`config.mk`:
```
export PLATFORM = sky130hd
export DESIGN_NAME = avalon_mem_master
export DESIGN_NICKNAME = d
export VERILOG_FILES = /design/src/rtl/mem_if_pkg.sv /design/src/rtl/mem_lane_align.sv /design/src/rtl/avalon_mem_master.sv
export SDC_FILE = /design/constraint.sdc
export NUM_CORES = 1
export LEC_CHECK = 0
export CAP_MARGIN = 20
export CELL_PAD_IN_SITES_DETAIL_PLACEMENT = 0
export CELL_PAD_IN_SITES_GLOBAL_PLACEMENT = 1
export CORE_MARGIN = 5
export CORE_UTILIZATION = 34
export DETAILED_ROUTE_END_ITERATION = 8
export GPL_ROUTABILITY_DRIVEN = 0
export GPL_TIMING_DRIVEN = 0
export PLACE_DENSITY_LB_ADDON = 0.1
export REMOVE_ABC_BUFFERS = 1
export SLEW_MARGIN = 20
export SYNTH_ARGS = -nofsm -noshare
export SYNTH_HDL_FRONTEND = slang
export SYNTH_SLANG_ARGS = --single-unit
```
`constraint.sdc`:
```
create_clock -name clk -period 6.3 [get_ports clk]
set_clock_uncertainty 0.2 [all_clocks]
set_input_delay 1.575 -clock clk [delete_from_list [all_inputs] [get_ports clk]]
set_output_delay 1.575 -clock clk [all_outputs]
set_load 0.02 [all_outputs]
```
`src/rtl/mem_if_pkg.sv`:
```
// Shared types and constants for the core-to-Avalon memory master.
//   size_t  : access size encoding carried on req_size
//   state_t : bus-master FSM states
//   BE_*    : Avalon byteenable patterns
package mem_if_pkg;

  typedef enum logic [1:0] {
    SZ_BYTE = 2'd0,
    SZ_HALF = 2'd1,
    SZ_WORD = 2'd2,
    SZ_RSVD = 2'd3
  } size_t;

  typedef enum logic [1:0] {
    IDLE = 2'd0,
    BUS  = 2'd1,
    DONE = 2'd2
  } state_t;

  localparam logic [3:0] BE_BYTE0   = 4'b0001;
  localparam logic [3:0] BE_LO_HALF = 4'b0011;
  localparam logic [3:0] BE_HI_HALF = 4'b1100;
  localparam logic [3:0] BE_WORD    = 4'b1111;

endpackage

```
`src/rtl/mem_lane_align.sv`:
```
// Byte-lane steering for the memory master (purely combinational).
//   size, addr_lo, sign_ext : access descriptor (addr_lo = byte offset in word)
//   wdata                   : right-justified store data
//   readdata                : raw Avalon read word
//   be_c                    : lanes touched by the access
//   wdata_c                 : store data replicated onto every lane it may occupy
//   rdata_c                 : addressed lane(s) right-justified and extended
//   misalign_c              : misaligned access or reserved size
module mem_lane_align
  import mem_if_pkg::*;
(
  input  logic [1:0]  size,
  input  logic [1:0]  addr_lo,
  input  logic        sign_ext,
  input  logic [31:0] wdata,
  input  logic [31:0] readdata,
  output logic [3:0]  be_c,
  output logic [31:0] wdata_c,
  output logic [31:0] rdata_c,
  output logic        misalign_c
);

  logic [7:0]  rd_byte;
  logic [15:0] rd_half;

  // Lane selection for sub-word loads
  always_comb begin
    case (addr_lo)
      2'd0:    rd_byte = readdata[7:0];
      2'd1:    rd_byte = readdata[15:8];
      2'd2:    rd_byte = readdata[23:16];
      default: rd_byte = readdata[31:24];
    endcase
    rd_half = addr_lo[1] ? readdata[31:16] : readdata[15:0];
  end

  // Per-size steering, extension and alignment check
  always_comb begin
    be_c       = '0;
    wdata_c    = wdata;
    rdata_c    = readdata;
    misalign_c = 1'b0;
    case (size_t'(size))
      SZ_BYTE: begin
        be_c    = BE_BYTE0 << addr_lo;
        wdata_c = {4{wdata[7:0]}};
        rdata_c = {{24{sign_ext & rd_byte[7]}}, rd_byte};
      end
      SZ_HALF: begin
        be_c       = addr_lo[1] ? BE_HI_HALF : BE_LO_HALF;
        wdata_c    = {2{wdata[15:0]}};
        rdata_c    = {{16{sign_ext & rd_half[15]}}, rd_half};
        misalign_c = addr_lo[0];
      end
      SZ_WORD: begin
        be_c       = BE_WORD;
        misalign_c = |addr_lo;
      end
      default: misalign_c = 1'b1;
    endcase
  end

endmodule

```
`src/rtl/avalon_mem_master.sv`:
```
// Core-to-Avalon-MM bus master: one outstanding request, word-aligned bus
// cycles, lane steering, load extension, misalign and timeout errors.
//   clk, reset                 : clock, async active-high reset
//   req_*                      : core request (accepted only while req_ready)
//   resp_valid/rdata/err       : one-cycle response per accepted request
//   address/read/write/...     : registered Avalon-MM master signals
//   waitrequest, readdata      : Avalon-MM slave inputs
module avalon_mem_master
  import mem_if_pkg::*;
#(
  parameter int unsigned MAX_WAIT   = 255,
  parameter int unsigned WAIT_CNT_W = 8
) (
  input  logic        clk,
  input  logic        reset,
  input  logic        req_valid,
  output logic        req_ready,
  input  logic        req_write,
  input  logic [31:0] req_addr,
  input  logic [1:0]  req_size,
  input  logic        req_signed,
  input  logic [31:0] req_wdata,
  output logic        resp_valid,
  output logic [31:0] resp_rdata,
  output logic        resp_err,
  output logic [31:0] address,
  output logic        write,
  output logic        read,
  input  logic        waitrequest,
  output logic [31:0] writedata,
  output logic [3:0]  byteenable,
  input  logic [31:0] readdata
);

  localparam logic [WAIT_CNT_W-1:0] MAX_WAIT_CNT = WAIT_CNT_W'(MAX_WAIT);

  state_t                 state_q, state_d;
  logic [WAIT_CNT_W-1:0]  wait_cnt_q, wait_cnt_d;
  logic                   req_ready_q, req_ready_d;
  logic                   resp_valid_q, resp_valid_d;
  logic [31:0]            resp_rdata_q, resp_rdata_d;
  logic                   resp_err_q, resp_err_d;
  logic [31:0]            address_q, address_d;
  logic                   read_q, read_d;
  logic                   write_q, write_d;
  logic [31:0]            writedata_q, writedata_d;
  logic [3:0]             byteenable_q, byteenable_d;
  logic [1:0]             size_q, size_d;
  logic [1:0]             off_q, off_d;
  logic                   sign_q, sign_d;

  logic [1:0]  la_size;
  logic [1:0]  la_off;
  logic        la_sign;
  logic [3:0]  be_c;
  logic [31:0] wdata_c;
  logic [31:0] rdata_c;
  logic        misalign_c;

  // One aligner serves both phases: live request in IDLE, captured request in BUS
  assign la_size = (state_q == BUS) ? size_q : req_size;
  assign la_off  = (state_q == BUS) ? off_q  : req_addr[1:0];
  assign la_sign = (state_q == BUS) ? sign_q : req_signed;

  mem_lane_align u_align (
    .size       (la_size),
    .addr_lo    (la_off),
    .sign_ext   (la_sign),
    .wdata      (req_wdata),
    .readdata   (readdata),
    .be_c       (be_c),
    .wdata_c    (wdata_c),
    .rdata_c    (rdata_c),
    .misalign_c (misalign_c)
  );

  // Next-state and registered-output logic
  always_comb begin
    state_d      = state_q;
    wait_cnt_d   = wait_cnt_q;
    resp_valid_d = 1'b0;
    resp_rdata_d = '0;
    resp_err_d   = 1'b0;
    address_d    = address_q;
    read_d       = read_q;
    write_d      = write_q;
    writedata_d  = writedata_q;
    byteenable_d = byteenable_q;
    size_d       = size_q;
    off_d        = off_q;
    sign_d       = sign_q;

    case (state_q)
      IDLE: begin
        wait_cnt_d = '0;
        if (req_valid) begin
          size_d = req_size;
          off_d  = req_addr[1:0];
          sign_d = req_signed;
          if (misalign_c) begin
            // Rejected without touching the bus
            state_d      = DONE;
            resp_valid_d = 1'b1;
            resp_err_d   = 1'b1;
          end else begin
            state_d      = BUS;
            address_d    = {req_addr[31:2], 2'b00};
            read_d       = ~req_write;
            write_d      = req_write;
            writedata_d  = wdata_c;
            byteenable_d = be_c;
          end
        end
      end
      BUS: begin
        if (!waitrequest) begin
          state_d      = DONE;
          read_d       = 1'b0;
          write_d      = 1'b0;
          resp_valid_d = 1'b1;
          resp_rdata_d = read_q ? rdata_c : '0;
        end else begin
          wait_cnt_d = wait_cnt_q + WAIT_CNT_W'(1);
          // Watchdog: abandon the transfer after MAX_WAIT stalled edges
          if ((MAX_WAIT != 0) && (wait_cnt_d == MAX_WAIT_CNT)) begin
            state_d      = DONE;
            read_d       = 1'b0;
            write_d      = 1'b0;
            resp_valid_d = 1'b1;
            resp_err_d   = 1'b1;
          end
        end
      end
      DONE:    state_d = IDLE;
      default: state_d = IDLE;
    endcase

    req_ready_d = (state_d == IDLE);
  end

  always_ff @(posedge clk or posedge reset) begin
    if (reset) begin
      state_q      <= IDLE;
      wait_cnt_q   <= '0;
      req_ready_q  <= 1'b1;
      resp_valid_q <= 1'b0;
      resp_rdata_q <= '0;
      resp_err_q   <= 1'b0;
      address_q    <= '0;
      read_q       <= 1'b0;
      write_q      <= 1'b0;
      writedata_q  <= '0;
      byteenable_q <= '0;
      size_q       <= '0;
      off_q        <= '0;
      sign_q       <= 1'b0;
    end else begin
      state_q      <= state_d;
      wait_cnt_q   <= wait_cnt_d;
      req_ready_q  <= req_ready_d;
      resp_valid_q <= resp_valid_d;
      resp_rdata_q <= resp_rdata_d;
      resp_err_q   <= resp_err_d;
      address_q    <= address_d;
      read_q       <= read_d;
      write_q      <= write_d;
      writedata_q  <= writedata_d;
      byteenable_q <= byteenable_d;
      size_q       <= size_d;
      off_q        <= off_d;
      sign_q       <= sign_d;
    end
  end

  assign req_ready  = req_ready_q;
  assign resp_valid = resp_valid_q;
  assign resp_rdata = resp_rdata_q;
  assign resp_err   = resp_err_q;
  assign address    = address_q;
  assign read       = read_q;
  assign write      = write_q;
  assign writedata  = writedata_q;
  assign byteenable = byteenable_q;

endmodule
```
Yosys cells after proc, flatten, opt, wreduce, memory -nomap -nowiden --
Index checks and enable logic that the tools add are counted.
Word-level totals: register bits 118, latch bits 0, RAM bits 0, ROM bits 0, output and inout bits 105, word-level logic and storage cells 75, memories kept 0
Operators by class: add/subtract/negate cells 1, $mul 0, divide/modulo/power cells 0, order comparisons 0, equal/unequal tests 10, shift operators 1, mux-type cells 35, bitwise logic cells 4, reductions and logical operators 10
Operators by type and width (number):
- $pmux W32 S2 | 2
- $mux W32 | 3
- $pmux W8 S3 | 1
- $mux W16 | 1
- $pmux W8 S2 | 1
- $mux W1 | 12
- $mux W2 | 6
- $pmux W4 S3 | 1
- $add A8 B1 Y8 const B | 1
- $eq A8 B8 Y1 const B | 1
- $logic_not A2 Y1 | 4
- $mux W8 | 1
- $pmux W1 S2 | 4
- $eq A2 B1 Y1 const B | 3
- $ne A2 B2 Y1 const B | 3
- $eq A2 B2 Y1 const B | 2
- $mux W4 | 1
- $pmux W2 S2 | 1
- $reduce_and A2 Y1 | 2
- $reduce_and A4 Y1 | 1
- $shl A1 B2 Y4 const A | 1
- $ne A3 B2 Y1 const B | 1
- $pmux W1 S3 | 1
- $reduce_and A3 Y1 | 1
- other kinds (4) | 6

Longest topological paths before layout --
Gate-level depths: netlist (run 1).
depth in word-level cells 9, mapped depth 9, depth with buffers taken out 6

Modules after synthesis --
From an unflattened synthesis (run 1), not the netlist that was laid out.
Second synthesis, totals: cell total of the unflattened synthesis 551, area total of the unflattened synthesis 6049.6 um2
By module, submodules not included:
- avalon_mem_master | times used 1, cells each 331, area an instance 4591.9 um2, sequential area each 2954.1 um2
- mem_lane_align | times used 1, cells each 220, area an instance 1457.6 um2, sequential area each 0.0 um2

Worst setup path after synthesis (run 1) --
Ideal clock, no wire load.
path kind input to register, start point input req_size[1], end point register address_q[12], in the netlist address[12], setup time 128 ps, arrival time 2822 ps, data required time 5972 ps, slack 3151 ps, stages on the path 6, cell sequence mux2i_1 -> o31a_1 -> o21ai_2 -> buf_4 -> buf_6 -> mux2_1
On the way: cells in the longest elaborated chain, start to end 5
Ends and longest elaborated chain:
- start, declared | RTL line avalon_mem_master.sv:20 | input logic [1:0] req_size,
- $mux W2 * | RTL line avalon_mem_master.sv:61 | assign la_size = (state_q == BUS) ? size_q : req_size;
- $eq A2 B2 Y1 (tied with other cells) | RTL line mem_lane_align.sv:43 | case (size_t'(size))
- $pmux W1 S3 * | RTL line mem_lane_align.sv:43
- $not A1 Y1 (no source line) *
- $reduce_and A3 Y1 (no source line) *
- end signal, assigned | RTL line avalon_mem_master.sv:164 | address_q <= address_d;
- end, declared | RTL line avalon_mem_master.sv:43 | logic [31:0] address_q, address_d;
Mark *: on every way between the ends. The rest lies on a longest branch, timed or not. A chain may end at the register's enable or synchronous reset.

Worst setup path after layout (run 1) --
start point input waitrequest, end point register resp_rdata_q[23], in the netlist resp_rdata[23]
On the way: cells in the longest elaborated chain, start to end 2
Ends and longest elaborated chain:
- start, declared | RTL line avalon_mem_master.sv:29 | input logic waitrequest,
- $mux W32 | RTL line avalon_mem_master.sv:116 | if (!waitrequest) begin
- $mux W32 | RTL line avalon_mem_master.sv:93 | case (state_q)
- via resp_rdata_d[23] | RTL line avalon_mem_master.sv:41 | logic [31:0] resp_rdata_q, resp_rdata_d;
- end signal, assigned | RTL line avalon_mem_master.sv:162 | resp_rdata_q <= resp_rdata_d;
- end, declared | RTL line avalon_mem_master.sv:41
The timed path passes the listed nets, and every way through them passes these cells.

==> flow_summary.ini, run 1 <==
[clock_network]
cts_tree = yes
cts-hold-fix-buffers = 0
post_cts_repair_resize_count = 0
clock_latency_ps = 410
clock_sink_count = 118
cts-root-buf = sky130_fd_sc_hd__clkbuf_16
cts_setup_buffers = 0
clock_pin_transition_on_the_worst_setup_and_hold_timing_paths_ps = 50
numCtsBuffers = 17
clk_buf_depth = 2
cts_htree_levels = 4

[worst_setup_path]
crit_fanout = 17
worstSetupEndpointType = register
crit_path_start_kind = input pin
critical_path_required_ps = 6430
critPathArrivalTime_ps = 4200
worstSetupPathType = in -> reg

[synth]
share_of_synthesized_area_occupied_by_flip_flops_and_latches = 0.527
ys_top_cells_by_count = sky130_fd_sc_hd__dfrtp_1 (117), sky130_fd_sc_hd__nand2_1 (70), sky130_fd_sc_hd__mux2_2 (50)
asyncSetResetFlopFracSynth = 1.00
synthesis.yosys.warnings = 0
syn_avg_cell_area_um2 = 11.4
number_of_enable_flip_flop_cells_after_synthesis = 0
yosys_most_used_dff = sky130_fd_sc_hd__dfrtp_1
synth_top_area_cell = sky130_fd_sc_hd__dfrtp_1
synth.cell_area_mm2 = 0.00560
post_synth_num_cell_types = 61
yosys-top-cells-area = sky130_fd_sc_hd__dfrtp_1 (52%), sky130_fd_sc_hd__mux2_2 (10%), sky130_fd_sc_hd__mux2_1 (7.2%)
gate_count_post_synth = 490
post_synthesis_sequential_element_count = 118
yosys.cell_count.top_type = sky130_fd_sc_hd__dfrtp_1
synthDominantCellAreaShare = 0.523

[drt]
drtIter0Drc = 163
routed_via_count = 4532
route.detailed.vias_per_inst = 4.91
residual_antenna_violating_net_count_after_detailed_routing = 0
firstDrtPassIters = 4
avgRoutedWirePerCell_um = 18.1
route.detailed.drc = 0
routed_wirelength_um = 16700

[floorplanning]
chipWidth_um = 138
dieArea_mm2 = 0.0191
die-height_um = 138
floorplan.io_pins = 209
floorplan_core_area_mm2 = 0.0163
num_rows = 47
floorplan.initialDensity = 0.343

[sta]
slew-limit-headroom = 0.288
final-max-slew-violation-count = 0
actual_transition_at_the_worst_max_transition_pin_ps = 1060
min_period_over_period = 0.647
maxClockFrequency_mhz = 245
hold_viol = 0
hold_ws_ps = 286
finalCriticalPeriod_ps = 4080
finalSetupViolCount = 0
grt_setup_unrepaired = no

[cells_and_area]
multi_input_area_mm2 = 0.00245
final_net_count = 797
layout-area-overhead-vs-synth_pct = 52.7
stdcell_area_mm2 = 0.00856
layout.filler_cells = 1471
register_area_mm2 = 0.00295
antenna_cells_inserted = 0
layoutNonFillerInstCount = 923
drive_above_1_share = 0.149

[global_routing]
first_global_vias = 4854
grt_max_degree = 77
grt_pass1_wl_um = 27100
antenna_found_initial = 0
gr-usage-all-layers = 0.177
grt_overflow = 0

[placed_design]
dpl.hpwl_um = 12100
detailed_place.area_mm2 = 0.00792
place.port_buffers = 206
placedCellCount = 892

[power_and_ir_drop]
total_power_density_per_cell_area_mw_per_mm2 = 450
irDropWorstVdd_uv = 224
power_leakage_nw = 3.68

[outcome]
status = complete, no violations

[run]
timing.max_cap.violations = 0

[min_path]
min_path_type = reg -> reg
-- cells by family (layout without fill, tap and decap cells) --
logic type / count (synthesis) / in the layout / share of synthesized area
AO/OA/AOI/OAI: 88 / 88 / 0.105
multiplexers: 95 / 95 / 0.193
buffers and inverters: 43 / 255 / 0.0415
AND/OR/NAND/NOR: 137 / 137 / 0.118
flip-flops: 118 / 118 / 0.527
XOR/XNOR: 6 / 6 / 0.00938
other: 1 / 2 / 0.000669
adder cells (fa/ha/maj): 2 / 2 / 0.00447
-- worst max-delay path, stage by stage --
cell and delay (ps):
sky130_fd_sc_hd__clkdlybuf4s50_1 670, sky130_fd_sc_hd__or3_1 770, sky130_fd_sc_hd__nor2_1 920, sky130_fd_sc_hd__nand2_1 130, sky130_fd_sc_hd__nand3_1 130
-- sequential cells by signal, indices dropped and copies added (netlist names) --
signal,cells
resp_valid,1
address,30
state_q,2
resp_err,1
size_q,2
byteenable,4
read,1
sign_q,1
resp_rdata,32
writedata,32
wait_cnt_q,8
off_q,2
req_ready,1
write,1
-- area by class of cell --
cell class | count | share of cell area
well taps | 220 | 0.0322
multi-input cells | 330 | 0.287
repair buffers | 212 | 0.257
clock inverters | 9 | 0.0174
inverters | 12 | 0.00585
clock buffers | 22 | 0.0554
flip-flops and latches | 118 | 0.345
-- through the flow --
stage	setup slack, ps	util	TNS, ps	total power [mW]
finish	2220	0.523	0	3.85
global route	2070	0.523	0	4.06
CTS	2150	0.523	0	3.90
detailed placement	1710	0.485	0	2.85
global placement	-692	0.474	-99650	2.77
floorplan	1240	-	0	2.04
-- power breakdown --
part           internal [mW]  total, mW  leakage, nW  switching (mW)
Clock                  0.689       1.03        0.310           0.339
Sequential              1.02       1.19         1.49           0.163
Combinational          0.827       1.63         1.89           0.804
-- final timing paths --
kind	startpoint	to	slack (ps)	cells past startpoint
setup / recovery	waitrequest	resp_rdata[23]	2220	5
hold / removal	address[30]	address[30]	290	1
setup reg to reg	state_q[1]	address[29]	3000	7
hold reg to reg	address[30]	address[30]	290	1
max in group asynchronous	reset	req_ready	3800	3
min in group asynchronous	reset	address[11]	1350	2
-- cell usage in the layout, fill, tap and decap left out, types with 2 or more instances in the layout --
master	count
sky130_fd_sc_hd__mux2_1	36
sky130_fd_sc_hd__a211o_1	2
sky130_fd_sc_hd__a32o_1	2
sky130_fd_sc_hd__clkdlybuf4s50_1	206
sky130_fd_sc_hd__a31oi_1	8
sky130_fd_sc_hd__and3_1	2
sky130_fd_sc_hd__nand3_1	21
sky130_fd_sc_hd__ha_1	2
sky130_fd_sc_hd__clkbuf_16	17
sky130_fd_sc_hd__a22oi_1	16
sky130_fd_sc_hd__dfrtp_1	117
sky130_fd_sc_hd__o21ai_1	5
sky130_fd_sc_hd__nand2_1	70
sky130_fd_sc_hd__nor2_1	17
sky130_fd_sc_hd__conb_1	2
sky130_fd_sc_hd__nor3_1	7
sky130_fd_sc_hd__o21ai_0	16
sky130_fd_sc_hd__buf_16	4
sky130_fd_sc_hd__mux2i_2	3
sky130_fd_sc_hd__nand4_1	3
sky130_fd_sc_hd__bufinv_16	4
sky130_fd_sc_hd__o211ai_1	2
sky130_fd_sc_hd__mux2i_4	2
sky130_fd_sc_hd__a22o_1	7
sky130_fd_sc_hd__o221ai_1	2
sky130_fd_sc_hd__clkinv_2	4
sky130_fd_sc_hd__inv_1	11
sky130_fd_sc_hd__a21oi_1	13
sky130_fd_sc_hd__o22ai_1	4
sky130_fd_sc_hd__nand2b_1	2
sky130_fd_sc_hd__xnor2_1	5
sky130_fd_sc_hd__clkbuf_8	3
sky130_fd_sc_hd__mux2i_1	2
sky130_fd_sc_hd__mux2_2	50
sky130_fd_sc_hd__clkbuf_1	2
-- layer usage --
metal,track usage,routed length [µm],vias up
met5,0,0,-
met1,0.223,7310,2197
met2,0.290,7970,162
met3,0.0532,1100,26
li1,-,-,2147
met4,0.0629,351,0
Note: power is estimated with default switching activity, not from simulation.
==> run 2: changes to the inputs <==
--- a/config.mk
+++ b/config.mk
@@ -9,7 +9,7 @@
 export CELL_PAD_IN_SITES_DETAIL_PLACEMENT = 0
 export CELL_PAD_IN_SITES_GLOBAL_PLACEMENT = 1
 export CORE_MARGIN = 5
-export CORE_UTILIZATION = 34
+export CORE_UTILIZATION = 31
 export DETAILED_ROUTE_END_ITERATION = 8
 export GPL_ROUTABILITY_DRIVEN = 0
 export GPL_TIMING_DRIVEN = 0
==> constraint.sdc (replaced) <==
create_clock -name clk -period 3.52 [get_ports clk]
set_clock_uncertainty 0.2 [all_clocks]
set_input_delay 0.88 -clock clk [delete_from_list [all_inputs] [get_ports clk]]
set_output_delay 0.88 -clock clk [all_outputs]
set_load 0.02 [all_outputs]
==> run 2 against run 1 <==
Effect of this change:
- worst setup slack lost 2000 ps
- critical path type unchanged
- highest routed layer is now met5
- combinational power rose by 82%
- cell count rose by 1.5%
- sequential power increased by 79%
==> flow_summary.ini, run 2 (synthesis results as in run 1) <==
[sta]
min_period_over_period = 0.928
maxClockFrequency_mhz = 306
final-max-slew-violation-count = 0
hold_viol = 0
slew-limit-headroom = 0.539
actual_transition_at_the_worst_max_transition_pin_ps = 692
finalCriticalPeriod_ps = 3270
finalSetupViolCount = 0
grt_setup_unrepaired = no

[drt]
residual_antenna_violating_net_count_after_detailed_routing = 0
route.detailed.drc = 0
firstDrtPassIters = 4
route.detailed.vias_per_inst = 4.88
routed_via_count = 4576
drtIter0Drc = 196
avgRoutedWirePerCell_um = 18.1
routed_wirelength_um = 16900

[run]
timing.max_cap.violations = 0

[worst_setup_path]
critical_path.slowest_cell = sky130_fd_sc_hd__or3_1
crit_path_start_kind = input pin
worstSetupPathType = in -> reg
critical_path_required_ps = 3650
crit_fanout = 17
path_delay_family = simple AND/OR/NAND/NOR gates
worstSetupEndpointType = register
critPathBufInv = 1
slowest_delay_ps = 780
critPathArrivalTime_ps = 3400
timing.critical_path.cells = clkdlybuf4s50_1 -> or3_1 -> nor3b_2 -> nand3_2 -> nand3_1

[clock_network]
clock_pin_transition_on_the_worst_setup_and_hold_timing_paths_ps = 60
clk_buf_depth = 2
clock_latency_ps = 410
cts_htree_levels = 4
clock_sink_count = 118
cts-root-buf = sky130_fd_sc_hd__clkbuf_16
cts-hold-fix-buffers = 0
cts_tree = yes
numCtsBuffers = 17

[cells_and_area]
layoutNonFillerInstCount = 937
layout.filler_cells = 1634
layout_commonest_cell = sky130_fd_sc_hd__clkdlybuf4s50_1
stdcell_area_mm2 = 0.00858
drive_above_1_share = 0.158
antenna_cells_inserted = 0
layout.cells.most_common_list = sky130_fd_sc_hd__clkdlybuf4s50_1 (206), sky130_fd_sc_hd__dfrtp_1 (116), sky130_fd_sc_hd__nand2_1 (70)
final_net_count = 801
layout-area-overhead-vs-synth_pct = 53.2

[placed_design]
detailed_place.area_mm2 = 0.00795
dpl.hpwl_um = 12300
placedCellCount = 902
place.port_buffers = 206

[global_routing]
grt_max_degree = 61
first_global_vias = 4798
gr-usage-all-layers = 0.162
grt_pass1_wl_um = 25800
grt_overflow = 0
antenna_found_initial = 1

[floorplanning]
die-height_um = 144
num_rows = 49
floorplan.io_pins = 209
chipWidth_um = 144
floorplan.initialDensity = 0.313
dieArea_mm2 = 0.0209
floorplan_core_area_mm2 = 0.0179

[power_and_ir_drop]
power_leakage_nw = 3.67
irDropWorstVdd_uv = 421
total_power_density_per_cell_area_mw_per_mm2 = 795

[min_path]
min_path_type = reg -> reg

[outcome]
status = complete, no violations
==> run 2: cell types whose count changed in the layout (fill, tap and decap cells not counted), sizes merged <==
cell,delta
buf,+4
clkinvlp,+5
clkinv,-1
clkbuf,-1
bufinv,-2
==> run 2: cell type report <==
| type | count | area, µm² | share of cell area |
|---|---|---|---|
| multi-input combinational | 330 | 2450 | 0.286 |
| inverter | 12 | 50.0 | 0.00583 |
| timing repair buffer | 216 | 2240 | 0.261 |
| clock inverter | 11 | 125 | 0.0146 |
| clock buffer | 21 | 470 | 0.0548 |
| sequential | 118 | 2960 | 0.344 |
| tap | 229 | 287 | 0.0334 |
==> run 2: power breakdown <==
part           switching (mW)  internal [mW]  total, mW  leakage [nW]
Sequential              0.299           1.83       2.13          1.48
Combinational            1.45           1.50       2.96          1.91
Clock                   0.635           1.10       1.73         0.277
Total                    2.39           4.43       6.82          3.67
==> run 2: final timing paths <==
kind                            cells past startpoint  slack, ps             end        start
worst max-delay path                                5        250  resp_rdata[17]  waitrequest
worst min register to register                      1        290      address[7]   address[7]
worst max register to register                      8        470   writedata[13]   state_q[0]
max in group asynchronous                           3       1650       req_ready        reset
min in group asynchronous                           2        710     address[10]        reset
worst min-delay path                                1        290      address[7]   address[7]
==> run 2: worst reg2reg max path, stage by stage (launching register included) <==
cell and delay [ps]:
sky130_fd_sc_hd__dfrtp_1 610, sky130_fd_sc_hd__nand2b_4 230, sky130_fd_sc_hd__mux2i_4 330, sky130_fd_sc_hd__o31a_1 390
sky130_fd_sc_hd__o21ai_4 260, sky130_fd_sc_hd__buf_16 200, sky130_fd_sc_hd__buf_16 190, sky130_fd_sc_hd__buf_16 180
sky130_fd_sc_hd__mux2_2 360
==> run 2: through the flow <==
step	hold slack [ps]	worst slack, ps	power, mW	util	setup TNS, ps
after floorplan	327	-869	3.65	-	-135030
after global placement	272	-2840	4.97	0.434	-546000
after detailed placement	281	-506	5.14	0.444	-19740
after CTS	293	42.4	6.92	0.478	0
after global routing	297	146	7.21	0.479	0
final	287	255	6.82	0.479	0
==> run 2: repair_timing <==
| action | CTS | global route |
|---|---|---|
| setup endpoints to repair | 35 | 18 |
| gates resized for setup | 1 | 1 |
| gates cloned | 0 | 0 |
| buffers inserted | 1 | 2 |
| pin swaps | 0 | 1 |
==> run 2: per-layer routing <==
layer / wire (µm) / global-route usage / vias up
met5: 13 / 0 / -
met4: 374 / 0.0628 / 2
met3: 1440 / 0.0575 / 29
met2: 8090 / 0.258 / 169
met1: 7030 / 0.201 / 2215
li1: - / - / 2161
==> run 3: changes to the inputs <==
--- a/config.mk
+++ b/config.mk
@@ -9,7 +9,7 @@
 export CELL_PAD_IN_SITES_DETAIL_PLACEMENT = 0
 export CELL_PAD_IN_SITES_GLOBAL_PLACEMENT = 1
 export CORE_MARGIN = 5
-export CORE_UTILIZATION = 31
+export CORE_UTILIZATION = 34
 export DETAILED_ROUTE_END_ITERATION = 8
 export GPL_ROUTABILITY_DRIVEN = 0
 export GPL_TIMING_DRIVEN = 0
==> constraint.sdc (replaced) <==
create_clock -name clk -period 3.1 [get_ports clk]
set_clock_uncertainty 0.2 [all_clocks]
set_input_delay 0.775 -clock clk [delete_from_list [all_inputs] [get_ports clk]]
set_output_delay 0.775 -clock clk [all_outputs]
set_load 0.02 [all_outputs]
==> run 3 against run 2 <==
Effect of this change:
- non-clock buffer count is 2 lower
- worst setup slack worse by 59 ps
- cell count is 1.3% lower
- sequential share of layout area hardly changed
- utilization is 4.5 points higher
- critical endpoint is now resp_rdata[23]
- largest cell class unchanged
- sequential power is 13% higher
- via count is 0.70% lower
- critical path type unchanged
- hold slack worse by 1.5 ps
- die area is 8.2% lower
==> flow_summary.ini, run 3 (synthesis results as in run 1) <==
[worst_setup_path]
worstSetupEndpointType = register
crit_fanout = 17
crit_path_start_kind = input pin
worstSetupPathType = in -> reg
critical_path_required_ps = 3230
critPathArrivalTime_ps = 3030

[cells_and_area]
stdcell_area_mm2 = 0.00858
drive_above_1_share = 0.156
final_net_count = 799
layout-area-overhead-vs-synth_pct = 53.2
layout.cells.most_common_list = sky130_fd_sc_hd__clkdlybuf4s50_1 (206), sky130_fd_sc_hd__dfrtp_1 (116), sky130_fd_sc_hd__nand2_1 (70)
multi_input_area_mm2 = 0.00246
layout_commonest_cell = sky130_fd_sc_hd__clkdlybuf4s50_1
layout.filler_cells = 1471
antenna_cells_inserted = 0
register_area_mm2 = 0.00296

[drt]
route.detailed.vias_per_inst = 4.91
route.detailed.drc = 0
firstDrtPassIters = 4
routed_wirelength_um = 16800
drtIter0Drc = 162
residual_antenna_violating_net_count_after_detailed_routing = 0
avgRoutedWirePerCell_um = 18.1
routed_via_count = 4544

[global_routing]
globalRouteMet2Util = 0.290
grt_overflow = 0
grt_util_met3 = 0.0542
first_global_vias = 4877
grt_max_degree = 77
global_route_layer_with_the_greatest_usage = met2
globalRouteMet1Util = 0.224
grt_pass1_wl_um = 27200
gr-usage-all-layers = 0.178
antenna_found_initial = 0

[sta]
timing.final.ws_setup_ps = 195
finalSetupViolCount = 0
hold_viol = 0
fin_setup_tns_ps = 0
actual_transition_at_the_worst_max_transition_pin_ps = 842
finalCriticalPeriod_ps = 2900
maxClockFrequency_mhz = 344
min_period_over_period = 0.937
final-max-slew-violation-count = 0
slew-limit-headroom = 0.428
grt_setup_unrepaired = no
hold_ws_ps = 286

[placed_design]
detailed_place.area_mm2 = 0.00792
place.port_buffers = 206
dpl.hpwl_um = 12100
pre_cts_slack_ps = -686

[floorplanning]
floorplan_core_area_mm2 = 0.0163
chipWidth_um = 138
floorplan.io_pins = 209
floorplan.initialDensity = 0.343
die-height_um = 138
dieArea_mm2 = 0.0191
num_rows = 47

[power_and_ir_drop]
power_leakage_nw = 3.69
irDropWorstVdd_uv = 454
total_power_density_per_cell_area_mw_per_mm2 = 913
fin_total_pwr_mw = 7.83

[clock_network]
cts-hold-fix-buffers = 0
clock_pin_transition_on_the_worst_setup_and_hold_timing_paths_ps = 50
cts_htree_levels = 4
clock_latency_ps = 410
numCtsBuffers = 17
cts-root-buf = sky130_fd_sc_hd__clkbuf_16
clk_buf_depth = 2
clock_sink_count = 118
cts_tree = yes

[outcome]
status = complete, no violations

[min_path]
min_path_type = reg -> reg

[run]
timing.max_cap.violations = 0
run 3: worst paths after layout:
check / slack [ps] / depth (start not counted) / end / from
worst max-delay path: 200 / 5 / resp_rdata[23] / waitrequest
worst min-delay path: 290 / 1 / address[30] / address[30]
worst max register to register: 290 / 7 / writedata[22] / state_q[0]
worst min register to register: 290 / 1 / address[30] / address[30]
max in group asynchronous: 1400 / 3 / req_ready / reset
min in group asynchronous: 550 / 2 / address[11] / reset
run 3: layout make-up:
cell class	count	share of cell area
flip-flops and latches	118	0.344
multi-input cells	330	0.287
repair buffers	214	0.258
clock buffers	22	0.0553
well taps	220	0.0321
clock inverters	9	0.0174
inverters	12	0.00583
run 3: layer usage:
metal	up-vias	routed length (µm)
li1	2148	-
met1	2203	7220
met2	167	8020
met3	26	1180
met4	0	353
met5	-	0
run 3: timing repair:
action                                 4_1_cts  5_1_grt
resized for setup                            3        1
buffers inserted                             2        0
pin swaps                                    1        0
setup endpoints to repair                   90       16
endpoints found under the hold margin        0        0
run 3: power by group:
group          switching, mW  leakage (nW)  internal, mW  total, mW
combinational           1.64          1.90          1.69       3.33
clock                  0.686         0.310          1.40       2.09
sequential             0.332          1.48          2.08       2.41
total                   2.66          3.69          5.17       7.83
run 3: per-stage QoR:
stage,util,instances
floorplan,-,460
CTS,0.524,925
global placement,0.474,886
detailed placement,0.485,892
global route,0.525,925
finish,0.525,925
run 3: worst max-delay path, stage by stage:
cell	delay, ps
sky130_fd_sc_hd__clkdlybuf4s50_1	670
sky130_fd_sc_hd__or3_4	620
sky130_fd_sc_hd__nor3b_2	350
sky130_fd_sc_hd__nand3_2	390
sky130_fd_sc_hd__nand3_1	220
